$ cat src/rtl/otter_mmio_pkg.sv
// Shared address-map constants for the OTTER MMIO hub.
// Region offsets are relative to the hub's BASE_AD parameter.
package otter_mmio_pkg;

    // Region offsets
    localparam logic [31:0] IN_OFS  = 32'h0000_0000;
    localparam logic [31:0] OUT_OFS = 32'h0008_0000;
    localparam logic [31:0] IRQ_OFS = 32'h0010_0000;
    localparam logic [31:0] TMR_OFS = 32'h0014_0000;

    // Register offsets within the IRQ and timer regions
    localparam logic [31:0] PEND_REG = 32'h0000_0000;
    localparam logic [31:0] MASK_REG = 32'h0000_0004;
    localparam logic [31:0] TCNT_REG = 32'h0000_0000;
    localparam logic [31:0] TCMP_REG = 32'h0000_0004;

    localparam logic [31:0] TCMP_RST = 32'hFFFF_FFFF;

    // Word address of entry idx inside a region
    function automatic logic [31:0] reg_addr(input logic [31:0] base,
                                             input logic [31:0] ofs,
                                             input logic [31:0] idx);
        return base + ofs + (idx << 2);
    endfunction

endpackage

$ cat src/rtl/otter_sync2.sv
// Parametrised-width two-flop synchronizer with synchronous active-high reset.
module otter_sync2 #(
    parameter int unsigned Width = 1
) (
    input  logic             clk_i,
    input  logic             rst_i,
    input  logic [Width-1:0] d_i,
    output logic [Width-1:0] q_o
);

    logic [Width-1:0] s1_q;
    logic [Width-1:0] s2_q;

    // Two-stage capture of the asynchronous input
    always_ff @(posedge clk_i) begin
        if (rst_i) begin
            s1_q <= '0;
            s2_q <= '0;
        end else begin
            s1_q <= d_i;
            s2_q <= s1_q;
        end
    end

    assign q_o = s2_q;

endmodule

$ cat src/rtl/otter_mmio_hub.sv
// OTTER MMIO hub: synchronized input ports, output registers, edge-triggered
// interrupt pending/mask logic and an optional free-running timer.
// Define OTTER_MMIO_TIMER_EN to build in the TCNT/TCMP timer, which adds
// pending bit N_IRQ.
module otter_mmio_hub
    import otter_mmio_pkg::*;
#(
    parameter int unsigned N_IN    = 1,
    parameter int unsigned N_OUT   = 2,
    parameter int unsigned N_IRQ   = 1,
    parameter logic [31:0] BASE_AD = 32'h1100_0000
) (
    input  logic                  CLK,
    input  logic                  RST,
    input  logic [31:0]           IOBUS_ADDR,
    input  logic [31:0]           IOBUS_OUT,
    input  logic                  IOBUS_WR,
    output logic [31:0]           IOBUS_IN,
    input  logic [32*N_IN-1:0]    IN_PORTS,
    output logic [32*N_OUT-1:0]   OUT_PORTS,
    input  logic [N_IRQ-1:0]      IRQ_SRC,
    output logic                  INTR
);

`ifdef OTTER_MMIO_TIMER_EN
    localparam int unsigned PendW = N_IRQ + 1;
`else
    localparam int unsigned PendW = N_IRQ;
`endif

    localparam logic [31:0] PendAddr = BASE_AD + IRQ_OFS + PEND_REG;
    localparam logic [31:0] MaskAddr = BASE_AD + IRQ_OFS + MASK_REG;

    logic hit_pend;
    logic hit_mask;
    logic wr_pend;
    logic wr_mask;

    assign hit_pend = (IOBUS_ADDR == PendAddr);
    assign hit_mask = (IOBUS_ADDR == MaskAddr);
    assign wr_pend  = IOBUS_WR && hit_pend;
    assign wr_mask  = IOBUS_WR && hit_mask;

    // ---------------- Input ports ----------------
    logic [32*N_IN-1:0] in_sync;

    otter_sync2 #(
        .Width(32 * N_IN)
    ) u_in_sync (
        .clk_i(CLK),
        .rst_i(RST),
        .d_i  (IN_PORTS),
        .q_o  (in_sync)
    );

    // ---------------- Interrupt edge detect ----------------
    logic [N_IRQ-1:0] irq_sync;
    logic [N_IRQ-1:0] irq_dly_q;
    logic [N_IRQ-1:0] irq_edge;

    otter_sync2 #(
        .Width(N_IRQ)
    ) u_irq_sync (
        .clk_i(CLK),
        .rst_i(RST),
        .d_i  (IRQ_SRC),
        .q_o  (irq_sync)
    );

    // Delay flop holds the previous synchronized level for rise detection
    always_ff @(posedge CLK) begin
        if (RST) begin
            irq_dly_q <= '0;
        end else begin
            irq_dly_q <= irq_sync;
        end
    end

    assign irq_edge = irq_sync & ~irq_dly_q;

    // ---------------- Output registers ----------------
    logic [31:0] out_q [N_OUT];
    logic [31:0] out_d [N_OUT];

    // Exact-address write decode for each output register
    always_comb begin
        for (int j = 0; j < N_OUT; j++) begin
            out_d[j] = out_q[j];
            if (IOBUS_WR && (IOBUS_ADDR == reg_addr(BASE_AD, OUT_OFS, 32'(j)))) begin
                out_d[j] = IOBUS_OUT;
            end
        end
    end

    // Output register state
    always_ff @(posedge CLK) begin
        for (int j = 0; j < N_OUT; j++) begin
            if (RST) begin
                out_q[j] <= '0;
            end else begin
                out_q[j] <= out_d[j];
            end
        end
    end

    for (genvar j = 0; j < N_OUT; j++) begin : g_out
        assign OUT_PORTS[32*j +: 32] = out_q[j];
    end

    // ---------------- Timer ----------------
    logic [PendW-1:0] pend_set;

`ifdef OTTER_MMIO_TIMER_EN
    localparam logic [31:0] TcntAddr = BASE_AD + TMR_OFS + TCNT_REG;
    localparam logic [31:0] TcmpAddr = BASE_AD + TMR_OFS + TCMP_REG;

    logic        hit_tcnt;
    logic        hit_tcmp;
    logic [31:0] tcnt_q;
    logic [31:0] tcnt_d;
    logic [31:0] tcmp_q;
    logic [31:0] tcmp_d;
    logic        tmr_hit;

    assign hit_tcnt = (IOBUS_ADDR == TcntAddr);
    assign hit_tcmp = (IOBUS_ADDR == TcmpAddr);

    // Count every cycle; a bus write to TCNT takes priority over the increment
    always_comb begin
        tcnt_d = tcnt_q + 32'd1;
        tcmp_d = tcmp_q;
        if (IOBUS_WR && hit_tcnt) begin
            tcnt_d = IOBUS_OUT;
        end
        if (IOBUS_WR && hit_tcmp) begin
            tcmp_d = IOBUS_OUT;
        end
    end

    // Timer state
    always_ff @(posedge CLK) begin
        if (RST) begin
            tcnt_q <= '0;
            tcmp_q <= TCMP_RST;
        end else begin
            tcnt_q <= tcnt_d;
            tcmp_q <= tcmp_d;
        end
    end

    assign tmr_hit  = (tcnt_q == tcmp_q);
    assign pend_set = {tmr_hit, irq_edge};
`else
    assign pend_set = irq_edge;
`endif

    // ---------------- Pending / mask / interrupt ----------------
    logic [PendW-1:0] pend_q;
    logic [PendW-1:0] pend_d;
    logic [PendW-1:0] pend_clr;
    logic [PendW-1:0] mask_q;
    logic [PendW-1:0] mask_d;
    logic             intr_q;
    logic             intr_d;

    // W1C clear applied before OR-ing in new events, so a same-cycle set wins
    always_comb begin
        pend_clr = wr_pend ? IOBUS_OUT[PendW-1:0] : '0;
        pend_d   = (pend_q & ~pend_clr) | pend_set;
        mask_d   = wr_mask ? IOBUS_OUT[PendW-1:0] : mask_q;
        intr_d   = |(pend_q & mask_q);
    end

    // Pending, mask and interrupt state
    always_ff @(posedge CLK) begin
        if (RST) begin
            pend_q <= '0;
            mask_q <= '0;
            intr_q <= 1'b0;
        end else begin
            pend_q <= pend_d;
            mask_q <= mask_d;
            intr_q <= intr_d;
        end
    end

    assign INTR = intr_q;

    // ---------------- Read mux ----------------
    // Zero-latency read: unmapped addresses return zero
    always_comb begin
        IOBUS_IN = '0;
        for (int i = 0; i < N_IN; i++) begin
            if (IOBUS_ADDR == reg_addr(BASE_AD, IN_OFS, 32'(i))) begin
                IOBUS_IN = in_sync[32*i +: 32];
            end
        end
        for (int j = 0; j < N_OUT; j++) begin
            if (IOBUS_ADDR == reg_addr(BASE_AD, OUT_OFS, 32'(j))) begin
                IOBUS_IN = out_q[j];
            end
        end
        if (hit_pend) begin
            IOBUS_IN = 32'(pend_q);
        end
        if (hit_mask) begin
            IOBUS_IN = 32'(mask_q);
        end
`ifdef OTTER_MMIO_TIMER_EN
        if (hit_tcnt) begin
            IOBUS_IN = tcnt_q;
        end
        if (hit_tcmp) begin
            IOBUS_IN = tcmp_q;
        end
`endif
    end

endmodule

$ cat config.mk
export PLATFORM = sky130hd
export DESIGN_NAME = otter_mmio_hub
export DESIGN_NICKNAME = d
export VERILOG_FILES = /design/src/rtl/otter_mmio_pkg.sv /design/src/rtl/otter_sync2.sv /design/src/rtl/otter_mmio_hub.sv
export SDC_FILE = /design/constraint.sdc
export NUM_CORES = 1
export LEC_CHECK = 0
export CORE_MARGIN = 3
export CORE_UTILIZATION = 35
export DETAILED_ROUTE_END_ITERATION = 10
export PLACE_DENSITY = 0.67
export RECOVER_POWER = 25
export SLEW_MARGIN = 20
export SYNTH_ARGS = -nofsm -noshare
export SYNTH_HDL_FRONTEND = slang
export SYNTH_SLANG_ARGS = --single-unit
export TNS_END_PERCENT = 5
$ cat constraint.sdc
create_clock -name CLK -period 1.5 [get_ports CLK]
set_input_delay 0.15 -clock CLK [delete_from_list [all_inputs] [get_ports CLK]]
set_output_delay 0.15 -clock CLK [all_outputs]
set_load 0.01 [all_outputs]
# Word-level counts from Yosys, hierarchy flattened
# Memory sizes are Yosys's and may differ from the RTL's.
# Cells that the tools add are included.
# totals
ram_bits	64
regBits	70
out_inout_bits	97
memories	1
in_bits	100
wordCells	39
# op_classes
mux	13
eq_ne	5
n_reduce_logical	4
n_bitwise	8
# mem_list
memory	words	width	rd	rd_clocked_by_memory_dff	write_ports	line_no	text
out_q	2	32	2	0	2	otter_mmio_hub.sv:82	logic [31:0] out_q [N_OUT];
# op_table
cell	count
$mux 32	9
$eq 32x29->1 const B	5
$logic_and 1x1->1	4
$mux 1	4
$and 1x1->1	3
$or 1x1->1	3
$not 1->1	2

# Depth between registers and ports, before layout
# Gate-level depths: netlist (run 1).
# depth
ltp_word	6
depth_mapped	6
mapped_depth_nobuf	4

# By module
# From an unflattened synthesis (run 1), not the netlist that was laid out.
# hier_totals
cells_unflattened	595
area_unflattened_um2	5789.3
# by_module_without_submodules
module	cells_per_inst	seq_area_each_um2	area_each_um2	n_inst
otter_mmio_hub	456	1361.3	3818.7	1
otter_sync2 (u_in_sync)	135	1281.2	1918.1	1
otter_sync2 (u_irq_sync)	4	40.0	52.6	1

# Worst setup path after synthesis (run 1)
# OpenSTA, ideal clock, no wires.
# synth_timing
kind	input -> register
from	in IOBUS_ADDR[10]
to	mem out_q[1][21]
setup_time_ns	0.132
arrival_time_ns	1.292
t_required_ns	1.368
path_slack_ns	0.076
path_stages	6
n_path_buf	2
path_cell_list	nor4_2 > nand4_1 > buf_2 > buf_4 > o31ai_1 > a21oi_1
# synth_lines
item	line_no	text
start: declaration	otter_mmio_hub.sv:15	input logic [31:0] IOBUS_ADDR,
end: declaration	otter_mmio_hub.sv:82	

==> results of run 1 <==
critical path, cell delays in order (launching register included):
cell     delay (ns)
dfxtp_1        0.31
mux2_4         0.27
a22oi_2        0.15
nor3_1         0.07
o32a_1         0.16
buf_2          0.15
power groups by stage:
stage / combinational, mW / clock (mW) / sequential, mW
6_report: 0.637 / 3.62 / 3.67
5_1_grt: 0.679 / 3.85 / 3.67
4_1_cts: 0.647 / 3.68 / 3.67
3_5_place_dp: 0.643 / 0 / 3.74
3_3_place_gp: 0.638 / 0 / 3.74
2_1_floorplan: 0.218 / 0 / 3.73
metal layers:
layer / up-vias / global-route usage (%) / routed length [um]
li1: 2629 / - / -
met1: 2709 / 28.51 / 8202
met2: 319 / 35.88 / 9534
met3: 34 / 6.756 / 1986
met4: 0 / 8.776 / 441
met5: - / 0 / 0
repair_timing:
action / CTS / global route
gates cloned: 3 / 0
setup buffers: 3 / 0
resized for setup: 299 / 58
setup endpoints to repair: 132 / 122
pin swaps: 23 / 12
hold buffers: 0 / 0
hold endpoints to repair: 0 / 0
cell families after synthesis:
kind of cell,count (synthesis)
AND/OR/NAND/NOR,194
AO/OA/AOI/OAI,163
buffers and inverters,71
flip-flops,134
multiplexers,33
through the flow:
step / hold slack (ns) / util, % / cell area, um^2
after detailed placement: 0.4220 / 52.40 / 8084
after global routing: 0.2755 / 56.76 / 8756
after global placement: 0.4209 / 52.40 / 8084
after CTS: 0.1603 / 56.25 / 8678
after floorplan: 0.2782 / - / 5585
final: 0.2949 / 56.76 / 8756
worst max-delay path by stage:
stage / endpoint / slack, ns / cells after the start
final: IOBUS_IN[0] / -0.16 / 5
after global placement: IOBUS_IN[30] / -0.98 / 7
after detailed placement: IOBUS_IN[30] / -1.03 / 7
after CTS: IOBUS_IN[19] / -0.19 / 8
after floorplan: out_q[1][21] / 0.08 / 6
after global routing: IOBUS_IN[0] / -0.22 / 5
cells in the mapped netlist, types with 2 or more instances:
library cell  count  area (um^2)
a21oi_1          65        325.3
a22oi_1          32        240.2
and4_1            2        17.52
buf_1             4        15.01
buf_2            23        115.1
buf_4             2        15.01
clkbuf_1         42        157.7
dfxtp_1         134         2683
mux2_2           32        360.4
nand2_1           4        15.01
nand2b_1          4        25.02
nand4_1          67        419.2
nor2_1           34        127.6
nor2b_1          67        419.2
nor3_1            5        25.02
nor4_2            4        50.05
nor4b_2           2        30.03
o31ai_1          64        480.5
cell type report:
type	count	area, um^2
antenna	1	2.502
clock buffer	20	456.7
clock inverter	9	57.56
fill	1355	6671
multi-input combinational	390	2867
sequential	134	2684
tap	211	264.0
timing repair buffer	264	2425
==> impl_results.md, run 1 <==
* Post-Synth Adder-Cell Area at 0%
* Setup ws final at -0.1561 ns
* Std-Cell Rows at 45
* Via count at 5691
* Relative slew slack at 49.00%
* Antenna Nets Post-Route at 0
* First-pass GRT wire length at 31330 um
* Mean Syn Cell Area at 9.387 um^2
* Worst flop-to-flop path endpoint: out_q[1][17]
* Actual slew at the worst max-slew pin at 0.7650 ns
* Syn_nets at 695
* Reg power frac at 46.3%
* Post-Place Worst Slack at -1.026 ns
* Final Cycle Share at 110.4%
* Reg2Reg Launch Point: out_q[1][17]
* Routed WL at 20160 um
* Setup-failing EPs final at 88
* Power Total at 7.924 mW
* Clk slew on worst S/H paths at 0.06 ns
* Largest net degree at the start of global routing at 65
* Initial core utilization at 36.20%
* Crit path launch type: flip-flop
* Cells after Synth at 595
* Worst Path Arrival at 1.51 ns
* Number of synthesized flops with an enable pin at 0
* GRT Util Overall at 22.45%
* Routed len/inst at 19.60 um
* DRC violations left at 0
* Sw power at 1.788 mW
* H-Tree Depth at 4
* Slew Viols, Final at 0
* Crit path from: out_q[0][0]
* Critical path fanouts, max at 2
* Die Area at 17510 um^2
* Synth warnings at 0
* NumNets Final at 907
* PD cells at 905.0 nW/um^2
* Simple-gate share of the synthesized area at 20.86%
* Share of layout cells above drive strength 1 at 28.27%
* Clk root buf: clkbuf_16
* Max-Cap Viols at 0
* TritonCTS clock tree: built
* Status: finished with violations
* Buffers on Ports at 196
* Pint at 6.136 mW
* Inst Count DP at 994
* Core outline area at 15430 um^2
* Async S/R FF share, synth at 0%
* Clk buf depth at 2
* Mux contribution to synthesized area at 6.631%
* Leak pwr at 3.719 nW
* Die Y at 132.3 um
* CTS Sinks at 134
* Synthesized area at 5585 um^2
* Most frequent cells in the layout: 133 x dfxtp_1, 69 x clkdlybuf4s50_1, 67 x nand4_1, 67 x nor2b_1, 65 x a21oi_1
* Synth-to-Final Area Change at 56.77%
* Hold path cells at 2
* Combinational power share at 8.0%
* Cell variety after synth at 26
* Post-Synth XOR/XNOR Area at 0%
* Worst skew pair latency at 0.41 ns
* Setup TNS at -4.597 ns
* Primary FF master, synth: dfxtp_1
* DRT Pass-1 Iters at 5
* CTS Buf Count at 17
* Vias per Instance at 5.531
* Vias in the first global route at 5676
* Register area share after synthesis at 48.03%
* Worst Min Path Start: IN_PORTS[28]
* Largest family of logic cells by synthesized area: simple AND/OR/NAND/NOR gates
* Final hold vios at 0
* Switching share of power at 22.56%
* Top Ports at 197
* Critical path capture point type: output port
* Fmax at 603.8 MHz
* Total grt overflow at 0
* Worst Path Required at 1.35 ns
* Initial DRC Count at 421
* Post-route minimum period at 1.656 ns
* Worst min-delay path category: in2reg
* WS Path Type: reg2out
* Routability cong. at 0.7959
* DP HPWL at 13280 um
* Reg with most FFs: out_q
* Worst vdd ir at 0.7228 mV
* Fin Clk Skew at 0.004474 ns
* Initial antenna violation count at 1
* Hold EP: u_in_sync.s1_q[28]
* Largest register FFs at 64
* Path depth of the worst reg2reg path at 3
* RSZ-0062 raised after global routing: true
* Die width at 132.3 um
* Synth Register Bits at 134
* Most common cell after layout, fill and taps aside: dfxtp_1
* Final Non-Filler Cells at 1029
* Failing checks: setup timing
* Flop-to-flop setup slack at 0.74 ns
* Clock share of power at 45.7%
* Complex-gate fraction of the synthesized area at 19.06%
Note: power is estimated with default switching activity, not from simulation.
==> run 2: changes to the inputs <==
- SKIP_LAST_GASP: default -> 1
==> impl_results.md, run 2 (same netlist as run 1, synthesis figures left out) <==
* Largest net degree at the start of global routing at 65
* Fin Clk Skew at 0.006139 ns
* Largest register FFs at 64
* Reg2Reg Launch Point: out_q[0][17]
* H-Tree Depth at 4
* Hold Buf Count CTS at 0
* Setup-failing EPs final at 120
* Failing checks: setup timing
* Total grt overflow at 0
* Critical path fanouts, max at 2
* Critical path's largest stage delay at 0.31 ns
* Core outline area at 15430 um^2
* Setup ws final at -0.1740 ns
* Worst Path Arrival at 1.52 ns
* Inst Count DP at 994
* Initial DRC Count at 431
* Crit path launch type: flip-flop
* Worst Path Required at 1.35 ns
* First-pass GRT wire length at 31400 um
* Combinational power share at 8.1%
* Actual slew at the worst max-slew pin at 0.7866 ns
* Clk slew on worst S/H paths at 0.06 ns
* Slew Viols, Final at 0
* Most common cell after layout, fill and taps aside: dfxtp_1
* PD cells at 909.8 nW/um^2
* Via count at 5632
* RSZ-0062 raised after global routing: true
* Final Non-Filler Cells at 1029
* DP HPWL at 13280 um
* Clock share of power at 45.7%
* Vias in the first global route at 5675
* Hold WS at 0.2955 ns
* Die width at 132.3 um
* Share of layout cells above drive strength 1 at 26.56%
* CP cell instances: mux2_2 -> a22oi_2 -> nor3_1 -> o32a_1 -> buf_2
* Initial core utilization at 36.20%
* CTS Buf Count at 17
* Reg power frac at 46.3%
* NumNets Final at 907
* Pint at 6.140 mW
* Fmax at 597.4 MHz
* Worst vdd ir at 0.7193 mV
* DRT Pass-1 Iters at 5
* Antenna Nets Post-Route at 0
* Worst Min Path Start: IN_PORTS[28]
* WS Path Type: reg2out
* Clk root buf: clkbuf_16
* TritonCTS clock tree: built
* Sw power at 1.784 mW
* Status: finished with violations
* Reg with most FFs: out_q
* CTS Sinks at 134
* Clk buf depth at 2
* Relative slew slack at 47.56%
* Worst min-delay path category: in2reg
* DRC violations left at 0
* Most frequent cells in the layout: 133 x dfxtp_1, 127 x clkdlybuf4s50_1, 67 x nand4_1, 67 x nor2b_1, 65 x a21oi_1
* Final Cycle Share at 111.6%
* Worst skew pair latency at 0.41 ns
* Leak pwr at 3.106 nW
* Routed len/inst at 19.46 um
* Routed WL at 20020 um
* Std-Cell Rows at 45
* Vias per Instance at 5.473
* Max-Cap Viols at 0
* Die Area at 17510 um^2
* Synth-to-Final Area Change at 55.94%
* Buffers on Ports at 196
* Final hold vios at 0
* Routability cong. at 0.7959
* Critical path capture point type: output port
* GRT Util Overall at 22.46%
* Switching share of power at 22.51%
* Post-route minimum period at 1.674 ns
* Slowest-stage cell, CP: dfxtp_1
* Top Ports at 197
* Crit path from: out_q[1][0]
* Initial antenna violation count at 1
* Fillers at 1359
* Die Y at 132.3 um
[run 2: repair_timing]
item,4_1_cts,5_1_grt
endpoints found under the setup margin,132,156
pin swaps,17,17
cloned,3,0
setup buffers,3,0
resized for setup,241,42
[run 2: layer usage]
layer / GRT usage, % / part of all wire, % / vias to the layer above
met2: 36.42 / 48 / 300
met3: 6.565 / 9.1 / 29
met4: 7.737 / 1.6 / 0
met1: 28.63 / 41 / 2673
met5: 0 / 0 / -
li1: - / - / 2630
[run 2: through the flow]
| step | power, mW | util, % | cell area [um^2] | worst slack [ns] | TNS [ns] |
|---|---|---|---|---|---|
| 3_3_place_gp | 4.378 | 52.40 | 8084 | -0.9809 | -76.70 |
| 3_5_place_dp | 4.385 | 52.40 | 8084 | -1.026 | -81.11 |
| 2_1_floorplan | 3.952 | - | 5585 | 0.07575 | 0 |
| 5_1_grt | 8.206 | 56.46 | 8710 | -0.2373 | -14.37 |
| 6_report | 7.924 | 56.46 | 8710 | -0.1740 | -6.437 |
| 4_1_cts | 7.995 | 56.70 | 8747 | -0.1939 | -6.357 |
[run 2: worst paths after layout]
| kind | to | slack (ns) | depth (start not counted) |
|---|---|---|---|
| min reg2reg | u_in_sync.q_o[8] | 0.43 | 1 |
| min | u_in_sync.s1_q[28] | 0.30 | 2 |
| max | IOBUS_IN[0] | -0.17 | 5 |
| max reg2reg | out_q[0][17] | 0.74 | 3 |
[run 2: power by group through the flow]
stage	registers [mW]	logic (mW)	clock network, mW
floorplan	3.73	0.218	0
global placement	3.74	0.638	0
detailed placement	3.74	0.643	0
CTS	3.67	0.647	3.68
global route	3.67	0.682	3.85
finish	3.67	0.639	3.62
[run 2: cell type report]
cell class | instances | area, um^2 | area share [%]
flip-flops and latches | 134 | 2684 | 30.81
repair buffers | 264 | 2411 | 27.68
clock inverters | 9 | 57.56 | 0.6608
well taps | 211 | 264.0 | 3.031
diodes | 1 | 2.502 | 0.02873
multi-input cells | 390 | 2834 | 32.54
clock buffers | 20 | 456.7 | 5.244
[run 2: worst max-delay path: cells and delay by family (launching register included)]
family	cells	cell delay, ns
DFF	1	0.31
muxes	1	0.27
buffers and inverters	1	0.15
and+or+nand+nor	1	0.07
AOI/OAI and AO/OA	2	0.33
==> run 3: changes to the inputs <==
- CORE_UTILIZATION: 35 -> 41
- PLACE_DENSITY: 0.67 -> 0.77
==> impl_results.md, run 3 (same netlist as run 1, synthesis figures left out) <==
* Setup ws final at -0.1785 ns
* DRT Pass-1 Iters at 5
* CTS Sinks at 134
* Initial core utilization at 42.01%
* PD cells at 964.6 nW/um^2
* Core outline area at 13300 um^2
* GRT Util Overall at 25.67%
* Final hold vios at 0
* Worst flop-to-flop path endpoint: out_q[0][0]
* Setup-failing EPs final at 96
* Clk buf depth at 2
* Antenna Nets Post-Route at 0
* DP HPWL at 12610 um
* Fmax at 595.8 MHz
* Top Ports at 197
* Leak pwr at 3.154 nW
* WS Path Type: in2out
* Worst Path Arrival at 1.53 ns
* Actual slew at the worst max-slew pin at 0.8035 ns
* CP cell instances: buf_6 -> nor4_4 -> buf_4 -> nand4_1 -> buf_6 -> o32a_1 -> buf_2
* Clk root buf: clkbuf_16
* Critical path fanouts, max at 5
* Hold Buf Count CTS at 0
* CTS Buf Count at 17
* Initial DRC Count at 591
* Hold WS at 0.2892 ns
* H-Tree Depth at 4
* Via count at 5771
* Failing checks: setup timing
* Setup TNS at -4.797 ns
* Worst Path Required at 1.35 ns
* Antenna cells at 0
* Final Cycle Share at 111.9%
* Reg2Reg Launch Point: out_q[0][0]
* Worst skew pair latency at 0.41 ns
* Worst min-delay path category: in2reg
* Total grt overflow at 0
* Initial antenna violation count at 0
* Post-route minimum period at 1.678 ns
* Relative slew slack at 46.44%
* WP buf/inv at 4
* Max-Cap Viols at 0
* Crit path from: IOBUS_ADDR[8]
* Critical path capture point type: output port
* Final Non-Filler Cells at 998
* Die width at 122.7 um
* Hold path cells at 2
* Die Y at 122.7 um
* Reg with most FFs: out_q
* Power Total at 8.423 mW
* Routed len/inst at 19.51 um
* Critical path's largest stage delay at 0.32 ns
* Path depth of the worst reg2reg path at 3
* Delay-heaviest family, CP: buffers and inverters
* Routability cong. at 0.8540
* Clk slew on worst S/H paths at 0.06 ns
* RSZ-0062 raised after global routing: true
* Largest register FFs at 64
* Routed WL at 19470 um
* Share of layout cells above drive strength 1 at 27.37%
* Vias per Instance at 5.783
* NumNets Final at 909
* Flop-to-flop setup slack at 0.73 ns
* CP most frequent cell: buf_6
* TritonCTS clock tree: built
* Stages on worst setup path at 7
* Die Area at 15060 um^2
* Status: finished with violations
* Slew Viols, Final at 0
* Final Core Density at 65.68%
* Inst Count DP at 955
* Buffers on Ports at 196
* Slowest-stage cell, CP: o32a_1
* Fin Clk Skew at 0.005089 ns
* Hold EP: u_in_sync.s1_q[28]
* First-pass GRT wire length at 29840 um
* Most frequent cells in the layout: 134 x dfxtp_1, 124 x clkdlybuf4s50_1, 67 x nand4_1, 67 x nor2b_1, 65 x a21oi_1
* Std-Cell Rows at 42
* Worst vdd ir at 0.7202 mV
* Largest net degree at the start of global routing at 65
* Most common cell after layout, fill and taps aside: dfxtp_1
* Synth-to-Final Area Change at 56.34%
* Vias in the first global route at 5765
* DRC violations left at 0
* Crit path launch type: primary input
* Worst Min Path Start: IN_PORTS[28]
[run 3: cell count changes in the layout (fill, tap and decap cells not counted), moves of 4 or more]
cell | previous run | this run
nor2_4 | 12 | 7
nor2_1 | 16 | 22
inv_6 | 0 | 6
buf_12 | 8 | 4
clkinv_2 | 4 | 0
[run 3: metrics by stage]
step	area [um^2]	setup WS, ns
6_report	8732	-0.1785
5_1_grt	8732	-0.2361
4_1_cts	8686	-0.1705
3_5_place_dp	7963	-0.9101
3_3_place_gp	7963	-0.8933
2_1_floorplan	5585	0.07575
[run 3: worst register-to-register path, cell delays in order (launching register included)]
cell	delay, ns
dfxtp_1	0.33
buf_4	0.12
o31ai_1	0.06
a21oi_1	0.19
[run 3: power by group]
group / internal, mW / switching, mW / total, mW
logic: 0.328 / 0.293 / 0.620
clock network: 2.48 / 1.66 / 4.14
registers: 3.64 / 0.0216 / 3.67
total: 6.45 / 1.97 / 8.42
[run 3: what timing repair did]
action | 4_1_cts | 5_1_grt
pin swaps | 24 | 13
gates resized for setup | 253 | 27
buffers inserted | 6 | 3
endpoints found under the setup margin | 145 | 159
cloned | 3 | 0
[run 3: how the worst max path moves through the flow]
stage / slack, ns / end
6_report: -0.18 / IOBUS_IN[0]
5_1_grt: -0.24 / IOBUS_IN[0]
4_1_cts: -0.17 / IOBUS_IN[0]
3_5_place_dp: -0.91 / IOBUS_IN[0]
3_3_place_gp: -0.89 / IOBUS_IN[0]
2_1_floorplan: 0.08 / out_q[1][21]
[run 3: final cells by class]
class / count / area [um^2]
fill: 1062 / 4563
multi-input combinational: 390 / 2834
sequential: 134 / 2683
timing repair buffer: 266 / 2402
clock buffer: 17 / 425.4
tap: 176 / 220.2
clock inverter: 15 / 167.7
[run 3: layer usage]
| metal | track usage (%) | wire (um) |
|---|---|---|
| met4 | 11.48 | 533 |
| met1 | 32.39 | 7721 |
| met2 | 41.89 | 9400 |
| met5 | 0 | 0 |
| met3 | 5.853 | 1816 |
